### src/rtl/dac_sample_pacer.sv
// dac_sample_pacer
//   Buffers 12-bit samples from an upstream source in a small FIFO and
//   releases them to a DAC writer at a programmable rate. Playback waits in
//   PRIME until PRIME_LEVEL samples are buffered, then pops one sample per
//   tick in RUN. A tick that finds the FIFO empty keeps the last value and
//   bumps a saturating underrun counter.
//
// Ports
//   clk            single clock
//   rst_n          asynchronous active-low reset
//   start / stop   one-cycle playback controls (stop wins)
//   period         tick interval minus one, sampled at every reload
//   s_data/s_valid/s_ready  upstream sample handshake
//   ch_value       registered sample presented to the DAC writer
//   enable         registered write permission for the DAC writer
//   running        high in RUN
//   fifo_level     current FIFO occupancy
//   underrun_count empty ticks seen, saturating at 255
module dac_sample_pacer #(
  parameter int DEPTH       = 8,
  parameter int PRIME_LEVEL = 2
) (
  input  logic                       clk,
  input  logic                       rst_n,
  input  logic                       start,
  input  logic                       stop,
  input  logic [15:0]                period,
  input  logic [11:0]                s_data,
  input  logic                       s_valid,
  output logic                       s_ready,
  output logic [11:0]                ch_value,
  output logic                       enable,
  output logic                       running,
  output logic [$clog2(DEPTH):0]     fifo_level,
  output logic [7:0]                 underrun_count
);

  localparam int DATA_W = 12;
  localparam int AW     = $clog2(DEPTH);
  localparam int LW     = AW + 1;
  localparam logic [LW-1:0] FULL_LVL  = LW'(DEPTH);
  localparam logic [LW-1:0] PRIME_LVL = LW'(PRIME_LEVEL);

  typedef enum logic [1:0] {IDLE, PRIME, RUN} state_t;

  state_t              state, state_nxt;
  logic [DATA_W-1:0]   mem [DEPTH];
  logic [AW-1:0]       wr_ptr, rd_ptr;
  logic [15:0]         cnt;
  logic                alive;
  logic                push, pop, load, underrun;

  function automatic logic [7:0] sat_inc(input logic [7:0] v);
    return (v == 8'hFF) ? v : v + 8'd1;
  endfunction

  // s_ready is held low until the first edge after reset release
  assign s_ready = alive && (fifo_level != FULL_LVL);
  assign push    = s_valid && s_ready;
  assign running = (state == RUN);

  always_comb begin
    state_nxt = state;
    pop       = 1'b0;
    load      = 1'b0;
    underrun  = 1'b0;
    case (state)
      IDLE: begin
        if (start && !stop) state_nxt = PRIME;
      end
      PRIME: begin
        if (stop) begin
          state_nxt = IDLE;
        end else if (fifo_level >= PRIME_LVL) begin
          pop       = 1'b1;
          load      = 1'b1;
          state_nxt = RUN;
        end
      end
      RUN: begin
        // stop takes priority over a coincident tick: no pop on that edge
        if (stop) begin
          state_nxt = IDLE;
        end else if (cnt == 16'd0) begin
          load = 1'b1;
          if (fifo_level != '0) pop = 1'b1;
          else                  underrun = 1'b1;
        end
      end
      default: state_nxt = IDLE;
    endcase
  end

  always_ff @(posedge clk or negedge rst_n) begin
    if (!rst_n) state <= IDLE;
    else        state <= state_nxt;
  end

  // sample storage carries no reset; occupancy and pointers define validity
  always_ff @(posedge clk) begin
    if (push) mem[wr_ptr] <= s_data;
  end

  always_ff @(posedge clk or negedge rst_n) begin
    if (!rst_n) begin
      alive          <= 1'b0;
      wr_ptr         <= '0;
      rd_ptr         <= '0;
      fifo_level     <= '0;
      cnt            <= '0;
      ch_value       <= '0;
      enable         <= 1'b0;
      underrun_count <= '0;
    end else begin
      alive <= 1'b1;
      if (push) wr_ptr <= wr_ptr + AW'(1);
      if (pop)  rd_ptr <= rd_ptr + AW'(1);
      case ({push, pop})
        2'b10:   fifo_level <= fifo_level + LW'(1);
        2'b01:   fifo_level <= fifo_level - LW'(1);
        default: fifo_level <= fifo_level;
      endcase
      if (load)                           cnt <= period;
      else if (running && cnt != 16'd0)   cnt <= cnt - 16'd1;
      if (pop)      ch_value       <= mem[rd_ptr];
      if (underrun) underrun_count <= sat_inc(underrun_count);
      enable <= (state_nxt == RUN);
    end
  end

endmodule

### config.mk
export PLATFORM = sky130hd
export DESIGN_NAME = dac_sample_pacer
export DESIGN_NICKNAME = d
export VERILOG_FILES = /design/src/rtl/dac_sample_pacer.sv
export SDC_FILE = /design/constraint.sdc
export NUM_CORES = 1
export LEC_CHECK = 0
export CAP_MARGIN = 20
export CORE_MARGIN = 10
export CORE_UTILIZATION = 52
export CTS_BUF_LIST = sky130_fd_sc_hd__clkbuf_8 sky130_fd_sc_hd__clkbuf_16
export CTS_CLUSTER_SIZE = 14
export DETAILED_ROUTE_END_ITERATION = 16
export MAX_ROUTING_LAYER = met4
export PLACE_DENSITY_LB_ADDON = 0.1
export SLEW_MARGIN = 20
export SYNTH_ARGS = -nofsm -noshare
export SYNTH_HDL_FRONTEND = slang
export SYNTH_SLANG_ARGS = --single-unit
### constraint.sdc
create_clock -name clk -period 2.8 [get_ports clk]
set_input_delay 0.7 -clock clk [delete_from_list [all_inputs] [get_ports clk]]
set_output_delay 0.7 -clock clk [all_outputs]
set_load 0.05 [all_outputs]
==> results.ini, run 1 <==
[sta]
period_needed_ns = 2.724
finalMaxSlewViolations = 0
period_share_pct = 97.28
whs_ns = 0.2730
slew_headroom_pct = 48.16
finalClockSkew_ns = 0.007453
max_freq_mhz = 367.1
tightest_slew_ns = 0.7775
setup_viol = 0
setup-tns-final_ns = 0
finalHoldViolations = 0
fin_ws_ns = 0.07619
rsz0062_at_grt = false

[finish]
register_area_um2 = 4134
fin_nets = 513
syn_to_final_growth_pct = 24.16
drive_gt1_share_pct = 24.17
fin_util_pct = 65.80
final_cell_area_um2 = 7870
multi_input_area_um2 = 2126
antenna_cells = 0
final.fill_count = 854

[power_and_ir_drop]
ir_worst_vdd_v = 0.0009083
leakagePower_nw = 2.958
powerDensity_nw_per_um2 = 1007

[global_route]
first_global_vias = 3689
grt_pass1_wl_um = 19890
antenna_found_initial = 0
grt_max_degree = 51
track_usage_pct = 16.05
overflow = 0

[critical_path]
end_kind = primary output
r2r_setup_slack_ns = 0.25
r2r_end = fifo_level[3]$_DFFE_PN0P_
path_depth = 2
path_delay_family = buffers and inverters
r2r_start = cnt[4]$_DFFE_PN0P_
cpPeakStageDelay_ns = 0.71
crit_required_ns = 2.10
cp_num_buf_inv = 1
criticalPathCategory = register to primary output
cp_max_fo = 6
r2r_cells = 12
cp_slowest_cell = clkdlybuf4s50_1
crit_chain = o41a_1 -> clkdlybuf4s50_1
crit_arrival_ns = 2.02
critPathLaunchType = register

[clock_tree]
insertion_delay_ns = 0.42
cts_sinks = 146
cts.root.buffer_cell = clkbuf_16
cts_tree = yes
path_clk_slew_ns = 0.06
clockBufferDepth = 2
numCtsBuffers = 17
postCtsSetupRepairBufs = 0
htree_levels = 4

[logic_synthesis]
synth_compound_area_share_pct = 2.724
synth.area.top_cells = edfxtp_1 (45%), dfrtp_1 (20%), mux4_2 (8.5%), mux2_2 (3.4%), mux2_1 (2.7%)
yosys-top-cells-count = edfxtp_1 (96), dfrtp_1 (50), mux4_2 (24)
ys_types = 50
yosysSeqAreaShare_pct = 65.22
synth_most_common_cell = edfxtp_1
ys_ff_latch = 146
post-synth-top-area-cell = edfxtp_1
syn-num-nets = 424
async_reset_ff_share_pct = 34.25
syn_avg_cell_area_um2 = 16.77
syn_inst = 378
syn_area_um2 = 6339
synth_adder_area_share_pct = 2.685
yosysTopAreaCellShare_pct = 45.48
synth-xor-area-share_pct = 3.454
synth_top_family_by_area = multiplexers
synth_ff_type = edfxtp_1
ys_warn_count = 0
synth_edf_count = 96
yosys.area_share.simple_pct = 7.560
synthMuxAreaShare_pct = 16.70

[placed_design]
post-place-ws_ns = -0.2249
gp_congestion = 0.8149
hpwl_um = 7606
placed_cell_area_um2 = 7267
numPortBuffers = 59

[status]
status = finished clean

[floorplanning]
die_y_um = 130.4
rows = 40
io_pins = 60
initial_core_util_pct = 52.99
core_area_um2 = 11960
die_w_um = 130.4
dieArea_um2 = 17010

[routing]
routed_via_density = 5.590
dr.pass1.iters = 5
avgRoutedWirePerCell_um = 19.61
finalWirelength_um = 12300
drtAntennaViolNets = 0
drc_errors = 0
vias = 3505
drt_iter0_drc = 266

[flow_run]
max_cap_viol_count = 0

[min_path]
hold_class = primary input to asynchronous set/reset pin

## cells in the final DEF (no fill, tap or decap), types with 3 or more instances in the layout
cell type        count
mux2i_1              3
o21ai_0              3
dfrtp_1             50
nor3_2               3
and2_1               3
o21ai_1              4
nand3_1              4
mux2_4               7
inv_6                4
nor4_4               3
xor2_1               8
nor2_1              16
o211ai_1             5
clkdlybuf4s50_1     58
inv_1               13
nand4_1              4
buf_12               3
mux2_2              19
bufinv_16            3
clkbuf_16           17
xnor2_1             17
mux4_2              24
mux2_1              15
edfxtp_1            96
nand2_1             13
nand2b_1             6
a21oi_1              4
nor3_1               8
buf_4               19
ha_1                11
## final cells by class
type,count,area share [%]
flip-flops and latches,146,52.53
inverters,12,0.5723
clock buffers,17,5.405
repair buffers,81,10.02
multi-input cells,209,27.01
well taps,147,2.337
clock inverters,15,2.130
## where the power goes
part	internal [mW]	total, mW	switching, mW
Sequential	2.70	3.07	0.367
Combinational	1.25	2.58	1.33
Clock	1.40	2.27	0.875
Total	5.35	7.92	2.57
## what timing repair did
action                                  4_1_cts  5_1_grt
endpoints found under the setup margin        0        2
hold buffers                                  0        0
resized for setup                             0        1
## worst max-delay path by stage
stage                                    from                        end
finish              fifo_level[0]$_DFFE_PN0P_                    s_ready
global route        fifo_level[0]$_DFFE_PN0P_                    s_ready
CTS                        state[0]$_DFF_PN0_                    running
detailed placement                       stop  fifo_level[3]$_DFFE_PN0P_
global placement                         stop  fifo_level[3]$_DFFE_PN0P_
floorplan                  state[0]$_DFF_PN0_  fifo_level[3]$_DFFE_PN0P_
## cells by family (layout without fill, tap and decap cells)
family,after synthesis,after routing
simple gates,77,77
mux,68,68
other cells,1,1
buf+inv,23,125
flops,146,146
xor+xnor,25,25
compound gates,25,25
fa+ha+maj,13,13
## metal layers
layer,track usage (%),wire [um]
met5,-,0
met4,5.101,140
met3,4.956,611
met2,25.46,6239
met1,19.41,5304
## sequential cells by signal, indices dropped and copies added (netlist names)
| register | count |
|---|---|
| mem | 96 |
| cnt | 16 |
| alive | 1 |
| fifo_level | 4 |
| enable | 1 |
| ch_value | 12 |
| rd_ptr | 3 |
| state | 2 |
| wr_ptr | 3 |
| underrun_count | 8 |
## worst reg2reg max path, cell delays in order (launching register included)
cell     delay [ns]
dfrtp_1        0.42
nor3_2         0.28
nand3_2        0.17
nor4_4         0.34
o21ai_2        0.11
inv_2          0.06
ha_1           0.15
ha_1           0.23
a21o_1         0.18
a21oi_1        0.17
xnor2_1        0.13
nor2_1         0.06
xnor2_1        0.13
## through the flow
| stage | total power, mW | instances |
|---|---|---|
| floorplan | 4.924 | 378 |
| global placement | 5.642 | 595 |
| detailed placement | 5.704 | 595 |
| CTS | 8.012 | 627 |
| global route | 8.341 | 627 |
| finish | 7.922 | 627 |
(Power assumes the default switching activity.)
==> inputs of run 2 (changes only) <==
- CORE_ASPECT_RATIO: default -> 1.4
==> run 2 against run 1 <==
Net effect: final cell count grew 0.64%; clock power grew 8.8%; first-iteration DRC count shrank 51%; flip-flop and latch count is the same; routed wire length grew 2.8%; worst hold slack gained 0.040 ns; non-clock buffer count grew 4; combinational power is essentially flat; cell area grew 0.72%; sequential share of layout area shrank 0.37 points; critical path depth grew 1.
==> results.ini, run 2 (synthesized netlist as in run 1, its figures left out) <==
[routing]
drt_iter0_drc = 130
dr.pass1.iters = 4
avgRoutedWirePerCell_um = 20.02
finalWirelength_um = 12640
drc_errors = 0
drtAntennaViolNets = 0
routed_via_density = 5.620
vias = 3546

[placed_design]
placed_cell_area_um2 = 7272
gp_congestion = 0.8324
numPortBuffers = 59
hpwl_um = 8244

[floorplanning]
core_area_um2 = 11880
initial_core_util_pct = 53.36
dieArea_um2 = 17070
die_y_um = 150.6
io_pins = 60
rows = 47
die_w_um = 113.3

[finish]
register_area_um2 = 4134
syn_to_final_growth_pct = 25.05
final.fill_count = 824
drive_gt1_share_pct = 25.41
largest_register_ffs = 96
largest_registers = mem (96), cnt (16), ch_value (12)
final_cell_area_um2 = 7926
fin_nets = 517
final_common_cell = edfxtp_1
layout_common_cells = edfxtp_1 (96), clkdlybuf4s50_1 (58), dfrtp_1 (50), buf_4 (25), mux4_2 (24)
antenna_cells = 0
regMostFlops = mem
multi_input_area_um2 = 2116

[status]
status = finished clean

[power_and_ir_drop]
powerDensity_nw_per_um2 = 1024
power.total_mw = 8.120
leakagePower_nw = 2.978
ir_worst_vdd_v = 0.0006164

[sta]
period_share_pct = 97.67
finalMaxSlewViolations = 0
finalHoldViolations = 0
rsz0062_at_grt = false
setup-tns-final_ns = 0
setup_viol = 0
slew_headroom_pct = 51.06
finalClockSkew_ns = 0.01194
max_freq_mhz = 365.7
tightest_slew_ns = 0.7340
period_needed_ns = 2.735

[clock_tree]
clockBufferDepth = 2
cts.root.buffer_cell = clkbuf_16
hold_buffers = 0
cts.repair.resized = 0
insertion_delay_ns = 0.42
htree_levels = 4
path_clk_slew_ns = 0.06
postCtsSetupRepairBufs = 0
cts_sinks = 146
numCtsBuffers = 17
cts_tree = yes

[critical_path]
r2r_setup_slack_ns = 0.21
end_kind = primary output
r2r_cells = 13
criticalPathCategory = register to primary output
r2r_start = state[0]$_DFF_PN0_
r2r_end = fifo_level[3]$_DFFE_PN0P_
critPathLaunchType = register
cp_max_fo = 8
crit_required_ns = 2.10
crit_start = state[0]$_DFF_PN0_
crit_arrival_ns = 2.03

[flow_run]
max_cap_viol_count = 0

[global_route]
antenna_found_initial = 0
first_global_vias = 3845
grt_max_degree = 28
grt_pass1_wl_um = 20280
overflow = 0
track_usage_pct = 16.10

[min_path]
hold_class = primary input to asynchronous set/reset pin

-- run 2: changes by cell type in the layout (fill, tap and decap cells not counted) --
cell,previous run,this run
buf_12,3,1
buf_4,19,25
clkinv_2,2,1
ha_2,0,1
inv_8,0,1
bufinv_16,3,5
clkinvlp_4,0,2
inv_6,4,3
inv_1,13,10
ha_4,1,0
-- run 2: power by group --
group          internal, mW  leakage (nW)  switching, mW
combinational          1.24          1.17           1.34
clock                  1.59         0.318          0.878
sequential             2.70          1.49          0.368
-- run 2: cell type report --
class                           instances  area share (%)
Inverter                               12          0.5683
Multi-Input combinational cell        209           26.69
Tap cell                              147           2.320
Timing Repair Buffer                   85           10.01
Clock inverter                         15           2.889
Clock buffer                           17           5.367
Sequential cell                       146           52.15
-- run 2: how the worst max path moves through the flow --
stage,end,cells past startpoint
after detailed placement,fifo_level[3]$_DFFE_PN0P_,12
after CTS,running,3
after floorplan,fifo_level[3]$_DFFE_PN0P_,14
after global placement,fifo_level[3]$_DFFE_PN0P_,12
final,running,3
after global routing,running,3
-- run 2: metrics by stage --
step / setup slack (ns) / util [%] / hold slack (ns) / std cells
finish: 0.06520 / 66.73 / 0.3131 / 631
global route: 0.0002689 / 66.73 / 0.3602 / 631
CTS: 0.04074 / 66.73 / 0.3305 / 631
detailed placement: -0.2120 / 61.22 / 0.4830 / 599
global placement: -0.1532 / 61.22 / 0.4749 / 599
floorplan: -0.1260 / - / 0.4044 / 378
-- run 2: critical path: stages, from the launching register on --
cell and delay, ns:
dfrtp_1 0.42, clkinv_1 0.10, ha_2 0.26, clkdlybuf4s50_1 0.84
-- run 2: per-layer routing --
layer / global-route usage [%] / share of wire, %
met1: 17.52 / 40
met2: 27.45 / 54
met3: 4.261 / 4.5
met4: 6.425 / 1.6
met5: - / 0
==> inputs of run 3 (changes only) <==
- GPL_ROUTABILITY_DRIVEN: default -> 0
- SKIP_LAST_GASP: default -> 1
==> results of run 3 <==
Same layout as run 2: the final DEF is identical, and so are final timing and power.
